`config.mk`:
```
export PLATFORM = sky130hd
export DESIGN_NAME = inner_fn_sched
export DESIGN_NICKNAME = d
export VERILOG_FILES = /design/src/rtl/inner_fn_sched.sv
export SDC_FILE = /design/constraint.sdc
export NUM_CORES = 1
export LEC_CHECK = 0
export ABC_AREA = 1
export CORE_MARGIN = 1
export CORE_UTILIZATION = 64
export DETAILED_ROUTE_END_ITERATION = 7
export GPL_ROUTABILITY_DRIVEN = 0
export PLACE_DENSITY = 0.85
export SLEW_MARGIN = 5
export SYNTH_ARGS = -nofsm -noshare
export SYNTH_HDL_FRONTEND = slang
export SYNTH_SLANG_ARGS = --single-unit
```
`constraint.sdc`:
```
create_clock -name clock -period 7.7 [get_ports clock]
set_input_delay 1.925 -clock clock [delete_from_list [all_inputs] [get_ports clock]]
set_output_delay 1.925 -clock clock [all_outputs]
set_load 0.05 [all_outputs]
```
`src/rtl/inner_fn_sched.sv`:
```
`default_nettype none
// ============================================================================
// Module      : inner_fn_sched
// Description : Credit-based stream scheduler feeding the fixed-latency
//               inner-function unit and buffering its results in a FIFO.
// Revision    : 1.0 - initial release
// ============================================================================
module inner_fn_sched #(
    parameter int PIPE_LATENCY = 15,
    parameter int FIFO_DEPTH   = 16,
    parameter int LEN_W        = 16
) (
    input  logic             clock,
    input  logic             aclr_n,
    input  logic             cmd_start,
    input  logic [LEN_W-1:0] cmd_len,
    output logic             cmd_busy,
    output logic             cmd_done,
    input  logic             in_valid,
    input  logic [31:0]      in_data,
    output logic             in_ready,
    output logic             pipe_aclr,
    output logic             pipe_clk_en,
    output logic             pipe_start,
    output logic [31:0]      pipe_dataa,
    input  logic [31:0]      pipe_result,
    input  logic             pipe_done,
    output logic             out_valid,
    output logic [31:0]      out_data,
    output logic             out_last,
    input  logic             out_ready,
    output logic             err_overflow
);

    localparam int c_addr_w = $clog2(FIFO_DEPTH);
    localparam int c_cnt_w  = c_addr_w + 1;

    generate
        if (FIFO_DEPTH < 2 || PIPE_LATENCY < 1) begin : g_bad_params
            $error("inner_fn_sched: FIFO_DEPTH must be >= 2 and PIPE_LATENCY >= 1");
        end
    endgenerate

    typedef enum logic [1:0] {
        S_IDLE   = 2'd0,
        S_RUN    = 2'd1,
        S_DRAIN  = 2'd2,
        S_FINISH = 2'd3
    } state_t;

    state_t               r_state;
    state_t               w_state_nxt;
    logic [LEN_W-1:0]     r_len;
    logic [LEN_W-1:0]     r_issued_cnt;
    logic [LEN_W-1:0]     r_popped_cnt;
    logic [c_cnt_w-1:0]   r_inflight;
    logic [c_cnt_w-1:0]   r_count;
    logic [c_addr_w-1:0]  r_wr_ptr;
    logic [c_addr_w-1:0]  r_rd_ptr;
    logic [31:0]          r_mem [FIFO_DEPTH];
    logic                 r_pipe_start;
    logic [31:0]          r_pipe_dataa;
    logic                 r_err;

    logic                 w_issue;
    logic                 w_pop;
    logic                 w_wr;
    logic                 w_full;
    logic                 w_credit_ok;
    logic                 w_last_issue;
    logic                 w_last_pop;
    logic                 w_accept_cmd;
    logic [c_cnt_w:0]     w_occupancy;

    // Occupancy counts results already buffered plus results still in the
    // unit; keeping it below the depth reserves a slot for every issue.
    assign w_occupancy  = {1'b0, r_count} + {1'b0, r_inflight};
    assign w_credit_ok  = w_occupancy < (c_cnt_w + 1)'(FIFO_DEPTH);
    assign w_full       = (r_count == c_cnt_w'(FIFO_DEPTH));

    assign in_ready     = (r_state == S_RUN) && (r_issued_cnt < r_len) && w_credit_ok;
    assign w_issue      = in_valid && in_ready;
    assign w_wr         = pipe_done && (r_inflight != '0) && !w_full;
    assign out_valid    = (r_count != '0);
    assign out_data     = r_mem[r_rd_ptr];
    assign w_pop        = out_valid && out_ready;
    assign out_last     = out_valid && (r_popped_cnt == r_len - LEN_W'(1));
    assign w_last_issue = w_issue && (r_issued_cnt == r_len - LEN_W'(1));
    assign w_last_pop   = w_pop && (r_popped_cnt == r_len - LEN_W'(1));
    assign w_accept_cmd = (r_state == S_IDLE) && cmd_start;

    assign cmd_busy     = (r_state != S_IDLE);
    assign cmd_done     = (r_state == S_FINISH);
    assign pipe_aclr    = ~aclr_n;
    assign pipe_clk_en  = 1'b1;
    assign pipe_start   = r_pipe_start;
    assign pipe_dataa   = r_pipe_dataa;
    assign err_overflow = r_err;

    always_comb begin
        w_state_nxt = r_state;
        case (r_state)
            S_IDLE:   if (cmd_start) w_state_nxt = (cmd_len != '0) ? S_RUN : S_FINISH;
            S_RUN:    if (w_last_issue) w_state_nxt = S_DRAIN;
            S_DRAIN:  if (w_last_pop) w_state_nxt = S_FINISH;
            S_FINISH: w_state_nxt = S_IDLE;
            default:  w_state_nxt = S_IDLE;
        endcase
    end

    always_ff @(posedge clock) begin
        if (!aclr_n) begin
            r_state      <= S_IDLE;
            r_len        <= '0;
            r_issued_cnt <= '0;
            r_popped_cnt <= '0;
            r_inflight   <= '0;
            r_count      <= '0;
            r_wr_ptr     <= '0;
            r_rd_ptr     <= '0;
            r_pipe_start <= 1'b0;
            r_pipe_dataa <= '0;
            r_err        <= 1'b0;
        end else begin
            r_state <= w_state_nxt;

            if (w_accept_cmd) begin
                r_len        <= cmd_len;
                r_issued_cnt <= '0;
                r_popped_cnt <= '0;
                r_inflight   <= '0;
            end else begin
                if (w_issue) r_issued_cnt <= r_issued_cnt + LEN_W'(1);
                if (w_pop)   r_popped_cnt <= r_popped_cnt + LEN_W'(1);
                case ({w_issue, w_wr})
                    2'b10:   r_inflight <= r_inflight + c_cnt_w'(1);
                    2'b01:   r_inflight <= r_inflight - c_cnt_w'(1);
                    default: r_inflight <= r_inflight;
                endcase
            end

            if (w_wr)  r_wr_ptr <= r_wr_ptr + c_addr_w'(1);
            if (w_pop) r_rd_ptr <= r_rd_ptr + c_addr_w'(1);
            case ({w_wr, w_pop})
                2'b10:   r_count <= r_count + c_cnt_w'(1);
                2'b01:   r_count <= r_count - c_cnt_w'(1);
                default: r_count <= r_count;
            endcase

            r_pipe_start <= w_issue;
            if (w_issue) r_pipe_dataa <= in_data;

            // A result with no outstanding credit means the unit and the
            // scheduler disagree; flag it and never let it corrupt the FIFO.
            if (pipe_done && ((r_inflight == '0) || w_full)) r_err <= 1'b1;
        end
    end

    always_ff @(posedge clock) begin
        if (w_wr) r_mem[r_wr_ptr] <= pipe_result;
    end

endmodule
`default_nettype wire

```
==> results.sh, run 1 <==
export IMPL_synth_main_ff_cell="edfxtp_1"
export IMPL_setup_viol=0
export IMPL_async_reset_ff_share_pct=0
export IMPL_status="finished, final reports clean"
export IMPL_synth_seq_cells=618
export IMPL_cts_hold_buf=0
export IMPL_drt_wl_total_um=63000
export IMPL_dr_pass1_iters=6
export IMPL_netSwitchingPower_mw=3.324
export IMPL_ant_nets=0
export IMPL_rsz0062_at_grt="no"
export IMPL_synth_area_leaders="edfxtp_1 58%, dfxtp_1 8.1%, mux2i_1 4.9%"
export IMPL_drt_iter0_markers=1865
export IMPL_cp_max_fo=85
export IMPL_grt_util_all_layers_pct=30.18
export IMPL_slew_violations=0
export IMPL_hold_violations=0
export IMPL_synth_edf_count=512
export IMPL_period_minus_slack_ns=5.872
export IMPL_htreeDepth=2
export IMPL_ys_seq_area_share_pct=66.49
export IMPL_syn_area_per_cell_sq_um=11.67
export IMPL_cp_start_kind="flip-flop"
export IMPL_intPower_mw=6.581
export IMPL_grt_max_degree=157
export IMPL_yosysTopAreaCell="edfxtp_1"
export IMPL_ys_types=43
export IMPL_irDropWorstVdd_mv=0.2800
export IMPL_syn_area_sq_um=26320
export IMPL_clock_latency_ns=0.63
export IMPL_maxCapViolations=0
export IMPL_drcViolationCount=0
export IMPL_grt_pass1_wl_um=96320
export IMPL_p_total_mw=9.905
export IMPL_crit_arrival_ns=3.95
export IMPL_hpwl_um=34210
export IMPL_setup_slack_ns=1.828
export IMPL_comb_power_share_pct=28.7
export IMPL_initial_utilization_pct=65.48
export IMPL_num_io_pins=159
export IMPL_fin_nets=2516
export IMPL_min_delay_path_depth=2
export IMPL_syn_nets=2384
export IMPL_place_ws_ns=1.935
export IMPL_r2r_cells=14
export IMPL_p_per_area_nw_per_um2=323.9
export IMPL_slew_headroom_pct=22.32
export IMPL_critPathCaptureType="primary output"
export IMPL_fp_coreArea_sq_um=40190
export IMPL_synth_top_cell_area_share_pct=58.42
export IMPL_cts_sinks=618
export IMPL_netlist_instances=2255
export IMPL_cts_repair_resized=0
export IMPL_max_freq_mhz=170.3
export IMPL_path_class="reg -> out"
export IMPL_switching_share_pct=33.56
export IMPL_die_area_sq_um=41930
export IMPL_port_buffers=157
export IMPL_clock_skew_final_ns=0.01654
export IMPL_tritoncts="built"
export IMPL_clk_pin_slew_ns=0.06
export IMPL_cts_root_buf="clkbuf_16"
export IMPL_clock_power_share_pct=31.5
export IMPL_setup_tns_ns=0
export IMPL_avgViaCountPerCell=6.155
export IMPL_leakage_nw=10.80
export IMPL_antenna_found_initial=3
export IMPL_fin_crit_sh_pct=76.26
export IMPL_dpl_cell_area_sq_um=28460
export IMPL_cts_setup_buffers=0
export IMPL_avgRoutedWirePerCell_um=21.25
export IMPL_hold_class="reg -> reg"
export IMPL_std_cell_rows=73
export IMPL_cts_max_path_buffers=3
export IMPL_cts_buffers_inserted=58
export IMPL_grt_overflow=0
export IMPL_fin_area_sq_um=30580
export IMPL_syn2layout_area_growth_pct=16.21
export IMPL_die_y_um=204.8
export IMPL_cp_required_ns=5.78
export IMPL_via_count=18251
export IMPL_grt_pass1_vias=18256
export IMPL_worstMarginPinSlew_ns=1.165
export IMPL_die_width_um=204.8
export IMPL_ys_warn_count=0
export IMPL_drive_gt1_share_pct=7.017
export IMPL_seqPwrFrac_pct=39.7
[Yosys cell counts (6+ instances only)]
master and instances:
mux2i_1 128, xnor2_1 6, nor2_2 6, ha_1 41, nand2_2 7, xor2_1 6
o21ai_0 201, buf_1 9, clkbuf_1 81, nand4_1 12, nor3_1 13, inv_1 235
edfxtp_1 512, dfxtp_1 106, nor4_1 6, o211ai_1 128, nand2_1 267, nand3_1 113
buf_2 23, nor2_1 99, a21oi_1 214
[layer usage]
metal  GRT usage (%)  vias to the layer above  share of wire (%)
met5               0                        -                  0
met4           11.57                        0                3.1
met3           6.713                      156                 10
met2           50.12                     1013                 49
met1           38.77                     8738                 38
li1                -                     8344                  -
[layout by cell type, fill, tap and decap left out, types with 4 or more instances in the layout]
cell type,synthesis,layout
clkinv_2,0,21
o211ai_1,128,128
nor4_1,6,6
edfxtp_1,512,512
nor2_2,6,6
inv_1,235,234
a21oi_1,214,214
xnor2_1,6,6
nor3b_1,4,4
nand3_1,113,113
xor2_1,6,6
o21ai_0,201,201
clkbuf_16,0,58
nor2_1,99,83
dfxtp_1,106,102
nor3_1,13,13
clkdlybuf4s50_1,0,157
ha_1,41,41
bufinv_16,0,14
nand2_1,267,267
nor2_4,2,18
mux2i_1,128,128
nand4_1,12,12
buf_4,1,27
clkinv_1,1,8
o21a_1,5,5
nand2_2,7,7
nand3b_1,4,4
[layout make-up]
type	count	area [sq um]
Multi-Input combinational cell	1286	7590
Timing Repair Buffer	186	1814
Sequential cell	618	17510
Fill cell	2384	9607
Tap cell	525	656.9
Inverter	237	892.1
Clock buffer	62	1476
Antenna cell	3	7.507
Clock inverter	48	635.6
[worst max-delay path, cell delays in order (launching register included)]
cell             delay, ns
dfxtp_4               0.83
inv_4                 0.53
buf_4                 0.47
o211ai_1              0.28
nand3_1               0.14
nand2_1               0.18
clkdlybuf4s50_1       0.82
[flip-flops by register name, summed over array words and instances, names as in the netlist, 2 cells and up, named ones only]
signal / flops
r_count: 5
r_state: 2
r_len: 16
r_inflight: 5
r_wr_ptr: 4
pipe_dataa: 32
r_popped_cnt: 16
r_mem: 512
r_rd_ptr: 4
r_issued_cnt: 16
[power by group through the flow]
stage,sequential (mW),combinational [mW],clock (mW)
finish,3.94,2.85,3.12
global route,3.95,3.08,3.27
CTS,3.93,2.82,3.14
detailed placement,4.00,2.78,0
global placement,3.99,2.68,0
floorplan,3.99,1.97,0
[cell families after synthesis]
logic type / after synthesis / share of synthesized area, %
buf+inv: 351 / 5.130
other cells: 1 / 0.01425
simple gates: 539 / 8.896
compound gates: 563 / 12.10
mux: 128 / 4.869
fa+ha+maj: 43 / 2.101
flops: 618 / 66.49
xor+xnor: 12 / 0.3994
[path summary, 6_finish.rpt]
kind,start,to,slack [ns]
worst max-delay path,flip-flop,out_data[26],1.83
worst min-delay path,pipe_dataa[8]$_SDFFE_PN0P_,pipe_dataa[8]$_SDFFE_PN0P_,0.46
worst max register to register,r_count[1]$_SDFFE_PN0P_,r_count[4]$_SDFFE_PN0P_,4.33
worst min register to register,pipe_dataa[8]$_SDFFE_PN0P_,pipe_dataa[8]$_SDFFE_PN0P_,0.46
[through the flow]
stage / util, % / std cells / hold WS (ns)
detailed placement: 70.82 / 2852 / 0.4565
global placement: 70.82 / 2852 / 0.4455
floorplan: - / 2255 / 0.4362
global route: 76.08 / 2962 / 0.4858
finish: 76.10 / 2965 / 0.4630
CTS: 76.08 / 2962 / 0.4663
No activity file was read; power rests on OpenSTA's default activity.
==> run 2: changes to the inputs <==
Settings changed: CORE_UTILIZATION 64 to 59, PLACE_DENSITY 0.85 to 0.79.
Clock period 7.7 ns to 6.1 ns, I/O delays scaled along.
==> results.sh, run 2 (synthesis gave the netlist of run 1 again) <==
export IMPL_grt_pass1_vias=17600
export IMPL_cp_max_fo=86
export IMPL_fin_nets=2522
export IMPL_grt_util_all_layers_pct=27.76
export IMPL_leakage_nw=10.78
export IMPL_port_buffers=157
export IMPL_via_count=17971
export IMPL_critPathMaxStageDelay_ns=0.92
export IMPL_cts_buffers_inserted=61
export IMPL_std_cell_rows=77
export IMPL_cp_start_kind="flip-flop"
export IMPL_slew_violations=0
export IMPL_fin_area_sq_um=30650
export IMPL_largest_register="r_mem"
export IMPL_initial_utilization_pct=59.64
export IMPL_worstMarginPinSlew_ns=1.391
export IMPL_cts_root_buf="clkbuf_16"
export IMPL_hold_violations=0
export IMPL_critPathSlowestCell="buf_4"
export IMPL_irDropWorstVdd_mv=0.3679
export IMPL_setup_viol=0
export IMPL_hold_class="reg -> reg"
export IMPL_drt_wl_total_um=62090
export IMPL_die_area_sq_um=45450
export IMPL_period_minus_slack_ns=5.193
export IMPL_critPathCaptureType="primary output"
export IMPL_crit_top_cell="o21ai_0"
export IMPL_max_freq_mhz=192.6
export IMPL_critical_path_top_delay_family="buffers and inverters"
export IMPL_avgViaCountPerCell=5.921
export IMPL_path_buf_inv=2
export IMPL_p_per_area_nw_per_um2=404.3
export IMPL_clk_pin_slew_ns=0.06
export IMPL_setup_tns_ns=0
export IMPL_drt_iter0_markers=1867
export IMPL_num_io_pins=159
export IMPL_avgRoutedWirePerCell_um=20.46
export IMPL_top_usage_layer="met2"
export IMPL_syn2layout_area_growth_pct=16.48
export IMPL_antenna_found_initial=3
export IMPL_slew_headroom_pct=7.146
export IMPL_final_cell_mix="512 x edfxtp_1, 267 x nand2_1, 234 x inv_1, 214 x a21oi_1, 201 x o21ai_0"
export IMPL_die_y_um=213.2
export IMPL_path_class="reg -> out"
export IMPL_grt_pass1_wl_um=95140
export IMPL_use_met2_pct=45.29
export IMPL_cts_hold_buf=0
export IMPL_dpl_cell_area_sq_um=28580
export IMPL_tritoncts="built"
export IMPL_clock_latency_ns=0.63
export IMPL_cts_max_path_buffers=3
export IMPL_hpwl_um=35580
export IMPL_cp_required_ns=4.58
export IMPL_crit_arrival_ns=3.67
export IMPL_fp_coreArea_sq_um=44120
export IMPL_maxCapViolations=0
export IMPL_drcViolationCount=0
export IMPL_ant_nets=0
export IMPL_grt_use_met3_pct=6.398
export IMPL_largest_register_ffs=512
export IMPL_cts_sinks=618
export IMPL_die_width_um=213.2
export IMPL_drive_gt1_share_pct=6.962
export IMPL_crit_path_cell_trace="buf_4 > a21oi_1 > o21ai_0 > o21ai_0 > o211ai_1 > nand2_1 > clkdlybuf4s50_1"
export IMPL_grt_max_degree=91
export IMPL_use_met1_pct=36.29
export IMPL_status="finished, final reports clean"
export IMPL_cts_setup_buffers=0
export IMPL_rsz0062_at_grt="no"
export IMPL_fin_crit_sh_pct=85.13
export IMPL_rrSetupSlack_ns=2.69
export IMPL_cts_repair_resized=0
export IMPL_dr_pass1_iters=8
export IMPL_final_common_cell="edfxtp_1"
export IMPL_clock_skew_final_ns=0.02338
export IMPL_grt_overflow=0
export IMPL_htreeDepth=2
==> run 2: final cells by class <==
| class | count | area [sq um] |
|---|---|---|
| well taps | 592 | 740.7 |
| repair buffers | 189 | 1847 |
| multi-input cells | 1286 | 7590 |
| inverters | 237 | 892.1 |
| clock inverters | 40 | 461.7 |
| clock buffers | 72 | 1610 |
| flip-flops and latches | 618 | 17510 |
| diodes | 1 | 2.502 |
| fillers | 3055 | 13470 |
==> run 2: path summary, 6_finish.rpt <==
check / end / cells past startpoint / start
worst min-delay path: pipe_dataa[17]$_SDFFE_PN0P_ / 2 / pipe_dataa[17]$_SDFFE_PN0P_
worst min register to register: pipe_dataa[17]$_SDFFE_PN0P_ / 2 / pipe_dataa[17]$_SDFFE_PN0P_
worst max register to register: r_count[4]$_SDFFE_PN0P_ / 14 / r_count[1]$_SDFFE_PN0P_
worst max-delay path: out_data[15] / 7 / flip-flop
==> run 2: routing by layer <==
metal  vias to the layer above  part of all wire, %  wire [um]
met2                       846                   48      29920
met1                      8613                   40      24560
li1                       8355                    -          -
met3                       151                  9.0       5591
met5                         -                0.068         42
met4                         6                  3.2       1975
==> run 2: stage by stage <==
step	std cells	hold WS [ns]	utilization, %	setup slack [ns]	power [mW]
4_1_cts	3034	0.4647	69.46	0.8605	12.42
3_3_place_gp	2922	0.4495	64.77	1.600	8.461
3_5_place_dp	2922	0.4569	64.77	1.555	8.571
6_report	3035	0.4649	69.47	0.9069	12.39
2_1_floorplan	2255	0.4362	-	2.150	7.530
5_1_grt	3034	0.4833	69.46	0.6332	12.96
==> run 2: worst reg2reg max path, cell delays in order (launching register included) <==
cell and delay [ns]:
dfxtp_1 0.36, nor4_1 0.57, nand2_1 0.14, nand2_1 0.38, inv_1 0.35, ha_1 0.39, ha_1 0.35, nand2_1 0.08
nand2_1 0.05, a31oi_1 0.13, inv_1 0.06, o21ai_0 0.14, a21oi_1 0.07, o21ai_0 0.16, a21oi_1 0.06
==> run 2: power breakdown <==
part	switching (mW)	internal, mW
clock network	1.59	2.27
logic	2.38	1.20
registers	0.191	4.76
total	4.16	8.23
